--- src/rtl/ddr_wr_arb.sv ---
// Two-requester round-robin arbiter in front of a single DDR write datamover.
// One transaction in flight: command, data burst, then response routed back.
module ddr_wr_arb #(
    parameter int ADDR_WIDTH = 32,
    parameter int SIZE_WIDTH = 16,
    parameter int DATA_WIDTH = 64
) (
    input  logic                    clk,
    input  logic                    rstn,
    input  logic [1:0]              req_wreq_valid,
    output logic [1:0]              req_wreq_ready,
    input  logic [2*ADDR_WIDTH-1:0] req_wreq_addr,
    input  logic [2*SIZE_WIDTH-1:0] req_wreq_size,
    input  logic [1:0]              req_wdata_valid,
    output logic [1:0]              req_wdata_ready,
    input  logic [1:0]              req_wdata_last,
    input  logic [2*DATA_WIDTH-1:0] req_wdata,
    output logic [1:0]              req_wresp_valid,
    output logic [1:0]              req_wresp,
    input  logic                    ddr_wreq_ready,
    output logic                    ddr_wreq_valid,
    output logic [ADDR_WIDTH-1:0]   ddr_wreq_addr,
    output logic [SIZE_WIDTH-1:0]   ddr_wreq_size,
    input  logic                    ddr_wdata_ready,
    output logic                    ddr_wdata_valid,
    output logic                    ddr_wdata_last,
    output logic [DATA_WIDTH-1:0]   ddr_wdata,
    input  logic                    ddr_wresp_valid,
    input  logic [1:0]              ddr_wresp,
    output logic                    grant_id,
    output logic                    busy
);

    typedef enum logic [1:0] {IDLE, CMD, DATA, RESP} state_t;

    state_t     state;
    state_t     state_nxt;
    logic       grant;
    logic       grant_nxt;
    logic       last_grant;
    logic       last_grant_nxt;
    logic       pick;
    logic       resp_fire;
    logic [1:0] gmask;
    logic [1:0] wresp_valid_q;
    logic [1:0] wresp_q;

    assign gmask = {grant, ~grant};

    // On a tie the requester not served last wins; otherwise the lone one.
    assign pick = (&req_wreq_valid) ? ~last_grant : req_wreq_valid[1];

    always_ff @(posedge clk) begin
        if (!rstn) begin
            state         <= IDLE;
            grant         <= 1'b0;
            last_grant    <= 1'b1;
            wresp_valid_q <= 2'b00;
            wresp_q       <= 2'b00;
        end else begin
            state         <= state_nxt;
            grant         <= grant_nxt;
            last_grant    <= last_grant_nxt;
            wresp_valid_q <= resp_fire ? gmask : 2'b00;
            if (resp_fire) begin
                wresp_q <= ddr_wresp;
            end
        end
    end

    always_comb begin
        state_nxt       = state;
        grant_nxt       = grant;
        last_grant_nxt  = last_grant;
        resp_fire       = 1'b0;
        ddr_wreq_valid  = 1'b0;
        ddr_wdata_valid = 1'b0;
        req_wreq_ready  = 2'b00;
        req_wdata_ready = 2'b00;
        unique case (state)
            IDLE: begin
                if (|req_wreq_valid) begin
                    grant_nxt = pick;
                    state_nxt = CMD;
                end
            end
            CMD: begin
                ddr_wreq_valid = 1'b1;
                req_wreq_ready = ddr_wreq_ready ? gmask : 2'b00;
                if (ddr_wreq_ready) begin
                    state_nxt = DATA;
                end
            end
            DATA: begin
                ddr_wdata_valid = req_wdata_valid[grant];
                req_wdata_ready = ddr_wdata_ready ? gmask : 2'b00;
                if (req_wdata_valid[grant] && ddr_wdata_ready &&
                    req_wdata_last[grant]) begin
                    state_nxt = RESP;
                end
            end
            RESP: begin
                if (ddr_wresp_valid) begin
                    resp_fire      = 1'b1;
                    last_grant_nxt = grant;
                    state_nxt      = IDLE;
                end
            end
            default: state_nxt = IDLE;
        endcase
    end

    assign ddr_wreq_addr  = grant ? req_wreq_addr[2*ADDR_WIDTH-1:ADDR_WIDTH]
                                  : req_wreq_addr[ADDR_WIDTH-1:0];
    assign ddr_wreq_size  = grant ? req_wreq_size[2*SIZE_WIDTH-1:SIZE_WIDTH]
                                  : req_wreq_size[SIZE_WIDTH-1:0];
    assign ddr_wdata      = grant ? req_wdata[2*DATA_WIDTH-1:DATA_WIDTH]
                                  : req_wdata[DATA_WIDTH-1:0];
    assign ddr_wdata_last = req_wdata_last[grant];

    assign req_wresp_valid = wresp_valid_q;
    assign req_wresp       = wresp_q;
    assign grant_id        = grant;
    assign busy            = (state != IDLE);

endmodule
--- config.mk ---
export PLATFORM = sky130hd
export DESIGN_NAME = ddr_wr_arb
export DESIGN_NICKNAME = d
export VERILOG_FILES = /design/src/rtl/ddr_wr_arb.sv
export SDC_FILE = /design/constraint.sdc
export NUM_CORES = 1
export LEC_CHECK = 0
export ABC_CLOCK_PERIOD_IN_PS = 1600
export BUFFER_PORTS_ARGS = -buffer_cell sky130_fd_sc_hd__buf_2
export CAP_MARGIN = 20
export CELL_PAD_IN_SITES_DETAIL_PLACEMENT = 0
export CELL_PAD_IN_SITES_GLOBAL_PLACEMENT = 1
export CORE_AREA = 2 2 142 144
export CTS_CLUSTER_SIZE = 24
export DETAILED_ROUTE_END_ITERATION = 7
export DIE_AREA = 0 0 144 146
export PLACE_DENSITY = 0.56
export SETUP_SLACK_MARGIN = 0.4
export SYNTH_ARGS = -nofsm -noshare
export SYNTH_HDL_FRONTEND = slang
export SYNTH_SLANG_ARGS = --single-unit
--- constraint.sdc ---
create_clock -name clk -period 1.6 [get_ports clk]
set_input_delay 0.16 -clock clk [delete_from_list [all_inputs] [get_ports clk]]
set_output_delay 0.16 -clock clk [all_outputs]
set_load 0.01 [all_outputs]
Yosys cells after proc, flatten, opt, wreduce, memory -nomap -nowiden

Cells that the tools add are included.

Register bits after elaboration: 8
Input port bits: 237
Output and inout bits: 125
Logic and storage cells: 46

Order comparisons: 1
Eq/ne operators: 7
Muxes and demuxes: 21
Bitwise gates (word level): 2
Reduce and logical (&&, ||, !) cells: 10

Operators with widths:

| cell                 | count |
|---|---|
| $mux W64             | 1 |
| $mux W32             | 1 |
| $mux W16             | 1 |
| $mux W2              | 8 |
| $mux W1              | 9 |
| $ne A2 B2 Y1 const B | 4 |
| $pmux W2 S4          | 1 |
| $reduce_and A2 Y1    | 4 |
| $eq A2 B2 Y1 const B | 2 |
| $reduce_and A4 Y1    | 1 |
| $eq A2 B1 Y1 const B | 1 |
| $logic_and A1 B1 Y1  | 2 |
| $logic_not A2 Y1     | 1 |
| $lt A1 B2 Y1 const B | 1 |
| $not A1 Y1           | 2 |
| $reduce_bool A2 Y1   | 1 |
| $reduce_or A2 Y1     | 1 |

Depth between registers and ports, before layout

Gate-level depths: netlist (run 1).

Depth after elaboration: 6
Mapped depth: 6
Depth with buffers taken out: 6

Least setup slack after synthesis (run 1)

No wires, ideal clock.

Path kind: register to output
From: register grant (netlist: grant_id)
To: output port ddr_wdata[56]
Arrival time: 1.206 ns
Data required time: 1.440 ns
Path slack: 0.234 ns
Stages on the path, launching flop included: 4
Path buffers: 2
Cells stage by stage: dfxtp_1 buf_2 buf_2 mux2_2

Word-level cells in the longest chain between the ends: 1

Ends and longest elaborated chain:

| item                   | RTL line | RTL |
|---|---|---|
| start, declared        | 38       | `logic grant;` |
| start signal, assigned | 62       | `grant <= grant_nxt;` |
| $mux W64               | 117      | `assign ddr_wdata = grant ? req_wdata[2*DATA_WIDTH-1:DATA_WIDTH]` |
| end, declared          | 27       | `output logic [DATA_WIDTH-1:0] ddr_wdata,` |

No other way between the ends.

Worst setup path after layout (run 1)

From: register grant (netlist: grant_id)
To: output port ddr_wdata[52]

The elaborated chain is that of the path after synthesis.

==> out/qor.txt, run 1 <==
Synth Net Count - 419
Routed Antenna Nets - 0
GR Util All Layers - 12.0%
CP Data Required Time - 1440 ps
Reg2Reg Setup Slack - 230 ps
TritonCTS buffer count - 3
most frequent cell after synthesis - mux2_2
row cnt - 51
Setup CP Type - reg -> out
# clock sinks - 8
max cap viols - 0
Top FF cell, synth - dfxtp_1
Int Pwr - 2620 uW
grt total ovfl - 0
Clock Latency Late Sink - 230 ps
Vias per Instance - 3.68
status - finished clean
Synth cell types - 20
number of global-route vias before repair - 3,123
fin crit period - 1600 ps
sequential power share - 7.4%
Largest stage delay, worst path - 380 ps
worst hold path type - in -> reg
crit path DAT - 1440 ps
Starting Density - 9.14%
Worst-Margin Slew - 287 ps
Cells after Synth - 178
synthesized area - 1770 um^2
cells traversed along the worst timing path - buf_12 > buf_8 > buf_8 > mux2_4 > buf_6
Rel. slew slack - 80.8%
Power Density - 739 nW/um^2
DP Area - 4010 um^2
Wirelength per Cell - 17.9 um
Crit-path slowest cell - dfxtp_4
residual DRC count - 0
CTS tree - done
hold depth - 3
Fillers - 2,070
Hold Slack - 198 ps
Worst VDD drop - 0.369 mV
power share of the clock group - 10.7%
drt first pass iters - 4
Peak Freq - 626 MHz
Setup crit start kind - flop
period utilisation layout - 99.8%
Die ar. - 21,000 um^2
Initial DRC Count - 89
final setup violation count - 0
syn avg cell area - 9.93 um^2
worst r2r src - grant_id
unrepaired setup endpoints after global routing - yes
die width - 144 um
clock root buffer - clkbuf_16
via count - 3,030
final hold vios - 0
switching power total - 1450 uW
first-pass GRT wire length - 18,900 um
design area - 5500 um^2
die height - 146 um
Post-synth top cells - 113 x mux2_2, 12 x buf_2, 10 x nand2_1
Worst Path Max Fanout - 6
register area - 171 um^2
hold path startpoint - ddr_wresp[1]
RR Endpoint - state[1]
dpl hpwl - 11,300 um
clock skew - 6.36 ps
area added between synthesis and finish - 212%
largest net degree at the start of global routing - 15
worst r2r path cells - 5
core area - 19,300 um^2
combinational power share - 81.9%
Worst Hold Endpoint - req_wresp[1]
Synth Warn # - 0
IO Count - 362
wirelength, routed - 14,800 um
Switching Share - 35.7%
share of cells above drive strength 1 - 93.5%
Final nets - 798
CP Launch Point - grant_id
area leader, netlist - mux2_2
Multi-input gate area - 1950 um^2
Post-synth EDFFs - 0
Slew Limit Fails - 0
Port Buffers - 361
H-tree depth - 1
most used cell, CP - buf_8
GPL Wtd Cong - 0.807
Static Leak - 0.00284 uW
number of antenna violations at the first check in global routing - 4
Synth area leaders - mux2_2 72%, dfxtp_1 9.1%, buf_2 3.4%, ha_1 2.8%, nand2_1 2.1%
share of Yosys cell area claimed by the top area cell type - 72.0%
Bufs on Longest Clock Path - 2
ys async rst share - 0%
Worst Setup End Kind - output pin
FF+latch count, synth - 8
sequential fraction of the synthesis area - 9.07%
CTS clk-pin slew, worst paths - 40 ps
cell usage in the layout, fill, tap and decap left out, drive strengths merged, types with 2 or more instances in the layout:
cell,count
clkbuf,9
nor2b,2
inv,5
buf,382
nand2,10
mux2,113
ha,4
dfxtp,8
a21boi,2
nand3,3
nand4,2
nor2,6
mux2i,2
diode,3
worst max-delay path, delay by kind of cell, from the launching register on:
kind,cells,cell delay (ps)
multiplexers,1,300
flip-flops,1,380
buffers and inverters,4,520
logic make-up (layout without fill, tap and decap cells):
kind of cell / count (synthesis) / after routing / synth area share, %
AO/OA/AOI/OAI: 8 / 8 / 3.90
other: 0 / 3 / 0
flip-flops: 8 / 8 / 9.06
adder cells (fa/ha/maj): 4 / 4 / 2.83
multiplexers: 115 / 115 / 73.2
buffers and inverters: 19 / 397 / 5.10
AND/OR/NAND/NOR: 24 / 24 / 5.95
power groups by stage:
stage	Sequential [uW]	Clock, uW	Combinational [uW]
final	301	434	3330
after global placement	290	0	2150
after floorplan	281	0	1220
after CTS	300	450	3030
after detailed placement	293	0	2130
after global routing	306	452	3530
routing by layer:
metal	part of all wire, %	GRT usage, %
met4	0.16	0.735
met1	41	14.8
met3	7.5	2.40
met5	0.081	0
met2	51	22.5
layout make-up:
| type | instances | share of cell area, % |
|---|---|---|
| Antenna cell | 3 | 0.136 |
| Clock buffer | 4 | 1.43 |
| Inverter | 6 | 0.614 |
| Multi-Input combinational cell | 151 | 35.5 |
| Sequential cell | 8 | 3.11 |
| Tap cell | 265 | 6.02 |
| Timing Repair Buffer | 387 | 53.2 |
sequential cells by signal (all words and copies together), names as in the netlist:
| name | cells |
|---|---|
| grant_id | 1 |
| req_wresp | 2 |
| state | 2 |
| req_wresp_valid | 2 |
| last_grant | 1 |
per-stage QoR:
step	TNS [ps]	total power (uW)	utilization (%)	worst slack, ps	std cells
2_1_floorplan	0	1500	-	390	178
3_3_place_gp	0	2440	20.7	223	801
3_5_place_dp	0	2430	20.7	198	801
4_1_cts	-469	3780	26.5	-27.6	815
5_1_grt	-926	4290	28.4	-48.2	822
6_report	0	4070	28.5	2.49	824
timing repair:
item / in CTS / in global routing
gates resized for setup: 186 / 59
cloned: 4 / 5
buffers inserted: 6 / 1
setup endpoints to repair: 121 / 122
pin swaps: 4 / 4
hold buffers: 0 / 0
worst max-delay path by stage:
stage,slack (ps),depth (start not counted),end
after detailed placement,200,4,ddr_wdata[38]
final,2,5,ddr_wdata[52]
after global placement,220,4,ddr_wdata[38]
after global routing,-50,5,ddr_wdata[56]
after CTS,-30,4,ddr_wreq_size[6]
after floorplan,390,3,ddr_wdata[0]
Power figures use the tool's default switching activity.
==> run 2: changes to the inputs <==
--- a/config.mk
+++ b/config.mk
@@ -5,16 +5,17 @@
 export SDC_FILE = /design/constraint.sdc
 export NUM_CORES = 1
 export LEC_CHECK = 0
+export ABC_AREA = 1
 export ABC_CLOCK_PERIOD_IN_PS = 1600
 export BUFFER_PORTS_ARGS = -buffer_cell sky130_fd_sc_hd__buf_2
 export CAP_MARGIN = 20
 export CELL_PAD_IN_SITES_DETAIL_PLACEMENT = 0
 export CELL_PAD_IN_SITES_GLOBAL_PLACEMENT = 1
-export CORE_AREA = 2 2 142 144
+export CORE_AREA = 2 2 139 141
 export CTS_CLUSTER_SIZE = 24
 export DETAILED_ROUTE_END_ITERATION = 7
-export DIE_AREA = 0 0 144 146
-export PLACE_DENSITY = 0.56
+export DIE_AREA = 0 0 141 143
+export PLACE_DENSITY = 0.67
 export SETUP_SLACK_MARGIN = 0.4
 export SYNTH_ARGS = -nofsm -noshare
 export SYNTH_HDL_FRONTEND = slang
==> out/qor.txt, run 2 <==
Vias per Instance - 3.76 (+2.3%)
wirelength, routed - 14,100 um (-4.8%)
IO Count - 362 (unchanged)
share of Yosys cell area claimed by the top area cell type - 70.9% (-1.1 points)
Worst Path Max Fanout - 50 (+44)
Wirelength per Cell - 13.6 um (-24%)
sequential fraction of the synthesis area - 8.70% (-0.37 points)
Static Leak - 0.00314 uW (+11%)
Synth Net Count - 667 (+59%)
final hold vios - 0 (unchanged)
fin crit period - 1490 ps (-109 ps)
FF+latch count, synth - 8 (unchanged)
Hold Slack - 190 ps (-7.64 ps)
commonest non-fill, non-tap cell in the layout - buf_2
Port Buffers - 361 (unchanged)
Sum Neg Setup Slack - 0 ps (unchanged)
Worst Setup End Kind - output pin
die width - 141 um (-2.1%)
register area - 171 um^2 (unchanged)
Fillers - 2,098 (+1.4%)
max cap viols - 0 (unchanged)
Post-synth top cells - 348 x nand2_1, 12 x buf_2, 10 x inv_1
Synth area leaders - nand2_1 71%, dfxtp_1 8.7%, buf_2 3.3%, ha_1 2.7%, buf_4 2.4%
crit path DAT - 1330 ps (-110 ps)
Largest stage delay, worst path - 420 ps (+40 ps)
Synth cell types - 16 (-20%)
Crit-path slowest cell - dfxtp_4
Final nets - 1,044 (+31%)
CP Data Required Time - 1440 ps (about the same)
ys async rst share - 0% (unchanged)
Multi-input gate area - 1850 um^2 (-5.3%)
post-layout util - 27.6% (-0.84 points)
final setup violation count - 0 (unchanged)
period utilisation layout - 93.0% (-6.8 points)
H-tree depth - 1 (unchanged)
Die ar. - 20,200 um^2 (-4.1%)
status - finished clean
Peak Freq - 672 MHz (+7.3%)
synthesized area - 1840 um^2 (+4.2%)
mux cell area share after synthesis - 0% (-73 points)
Synth Area in Adders - 2.72% (-0.12 points)
TritonCTS buffer count - 3 (unchanged)
Cells after Synth - 426 (+140%)
Post-CTS Hold Buffers - 0 (unchanged)
GR Util All Layers - 11.9% (-0.17 points)
clock skew - 4.25 ps (-2.11 ps)
Setup CP Type - reg -> out
syn avg cell area - 4.32 um^2 (-56%)
dpl hpwl - 9240 um (-18%)
# clock sinks - 8 (unchanged)
Rel. slew slack - 80.5% (-0.31 points)
GPL Wtd Cong - 0.785 (-2.7%)
Setup crit start kind - flop
die height - 143 um (-2.1%)
largest net degree at the start of global routing - 51 (+36)
drt first pass iters - 7 (+3)
residual DRC count - 0 (unchanged)
area added between synthesis and finish - 179%
number of global-route vias before repair - 3,648 (+17%)
CTS clk-pin slew, worst paths - 40 ps (about the same)
number of antenna violations at the first check in global routing - 2 (-2)
Routed Antenna Nets - 0 (unchanged)
CTS tree - done
row cnt - 50 (-2.0%)
Slew Limit Fails - 0 (unchanged)
Worst-Margin Slew - 289 ps (+1.63 ps)
worst hold path type - in -> reg
simple-gate area share of the yosys netlist - 76.6% (+71 points)
Power Density - 840 nW/um^2 (+14%)
Starting Density - 9.91% (+0.78 points)
most frequent cell after synthesis - nand2_1
share of cells above drive strength 1 - 61.7% (-32 points)
cells traversed along the worst timing path - clkinv_8 > buf_12 > nor3_4 > buf_4
Worst VDD drop - 0.323 mV (-12%)
unrepaired setup endpoints after global routing - yes
Initial DRC Count - 85 (-4.5%)
clock root buffer - clkbuf_16
Synth Area in XOR/XNOR - 0% (unchanged)
first-pass GRT wire length - 18,900 um (about the same)
Synth Area in Compound Gates - 2.45% (-1.4 points)
Synth Warn # - 0 (unchanged)
largest family of logic cells by synthesized area - simple AND/OR/NAND/NOR gates
grt total ovfl - 0 (unchanged)
area leader, netlist - nand2_1
Top FF cell, synth - dfxtp_1
most frequent cells in the layout - 345 x buf_2, 276 x nand2_1, 57 x nand2_2
Bufs on Longest Clock Path - 2 (unchanged)
via count - 3,900 (+29%)
Post-synth EDFFs - 0 (unchanged)
Clock Latency Late Sink - 230 ps (about the same)
core area - 18,600 um^2 (-3.9%)
==> run 2: cell types whose count changed after synthesis, moves of 2 or more <==
cell | previous run | this run
mux2i_1 | 2 | 0
nor3_1 | 1 | 7
nand2_1 | 10 | 348
o21ai_0 | 0 | 5
clkbuf_1 | 0 | 7
nand4_1 | 2 | 0
nand2_2 | 0 | 2
nor2b_1 | 2 | 0
inv_1 | 6 | 10
a21oi_1 | 0 | 4
buf_4 | 1 | 6
a21boi_0 | 2 | 0
inv_2 | 0 | 2
mux2_2 | 113 | 0
==> run 2: worst max-delay path, delay by kind of cell (launching register included) <==
kind	cells	cell delay, ps
buf+inv	3	410
flops	1	420
simple gates	1	200
==> run 2: cell type report <==
type,instances,share of cell area [%]
Multi-Input combinational cell,381,36.1
Timing Repair Buffer,397,52.0
Antenna cell,1,0.0488
Sequential cell,8,3.34
Inverter,12,1.27
Tap cell,234,5.70
Clock buffer,4,1.54
==> run 2: repair_timing <==
item,4_1_cts,5_1_grt
gates resized for setup,79,81
pin swaps,9,18
buffers inserted,11,2
gates cloned,10,5
setup endpoints to repair,122,125
==> run 2: report_power, final <==
| group | switching (uW) | internal, uW | total (uW) |
|---|---|---|---|
| Clock | 96.8 | 332 | 429 |
| Sequential | 52.2 | 249 | 301 |
| Combinational | 1800 | 1780 | 3580 |
==> run 2: cell families after synthesis <==
logic type / Yosys count
AO/OA/AOI/OAI: 9
adder cells (fa/ha/maj): 4
buffers and inverters: 37
flip-flops: 8
AND/OR/NAND/NOR: 368
==> run 2: per-stage QoR <==
step                instances  instance area [um^2]  total power [uW]  setup slack, ps
global placement         1004                  3930              2690              299
floorplan                 426                  1840              1550              410
finish                   1037                  5130              4310              111
global route             1036                  5130              4680             61.1
CTS                      1029                  4700              3950              124
detailed placement       1004                  3930              2670              289
==> run 2: worst paths after layout <==
check | from | to | slack (ps) | depth (start not counted)
max reg2reg | grant_id | state[1] | 250 | 8
min reg2reg | req_wresp[0] | req_wresp[0] | 480 | 2
max | grant_id | req_wdata_ready[1] | 110 | 4
min | ddr_wresp[0] | req_wresp[0] | 190 | 3
==> run 2: routing by layer <==
layer	wire [um]	share of wire, %	GRT usage [%]	vias up
li1	-	-	-	2025
met1	5090	36	12.1	1660
met2	7780	55	24.6	199
met3	977	6.9	2.65	14
met4	204	1.5	2.26	2
met5	13	0.092	0	-
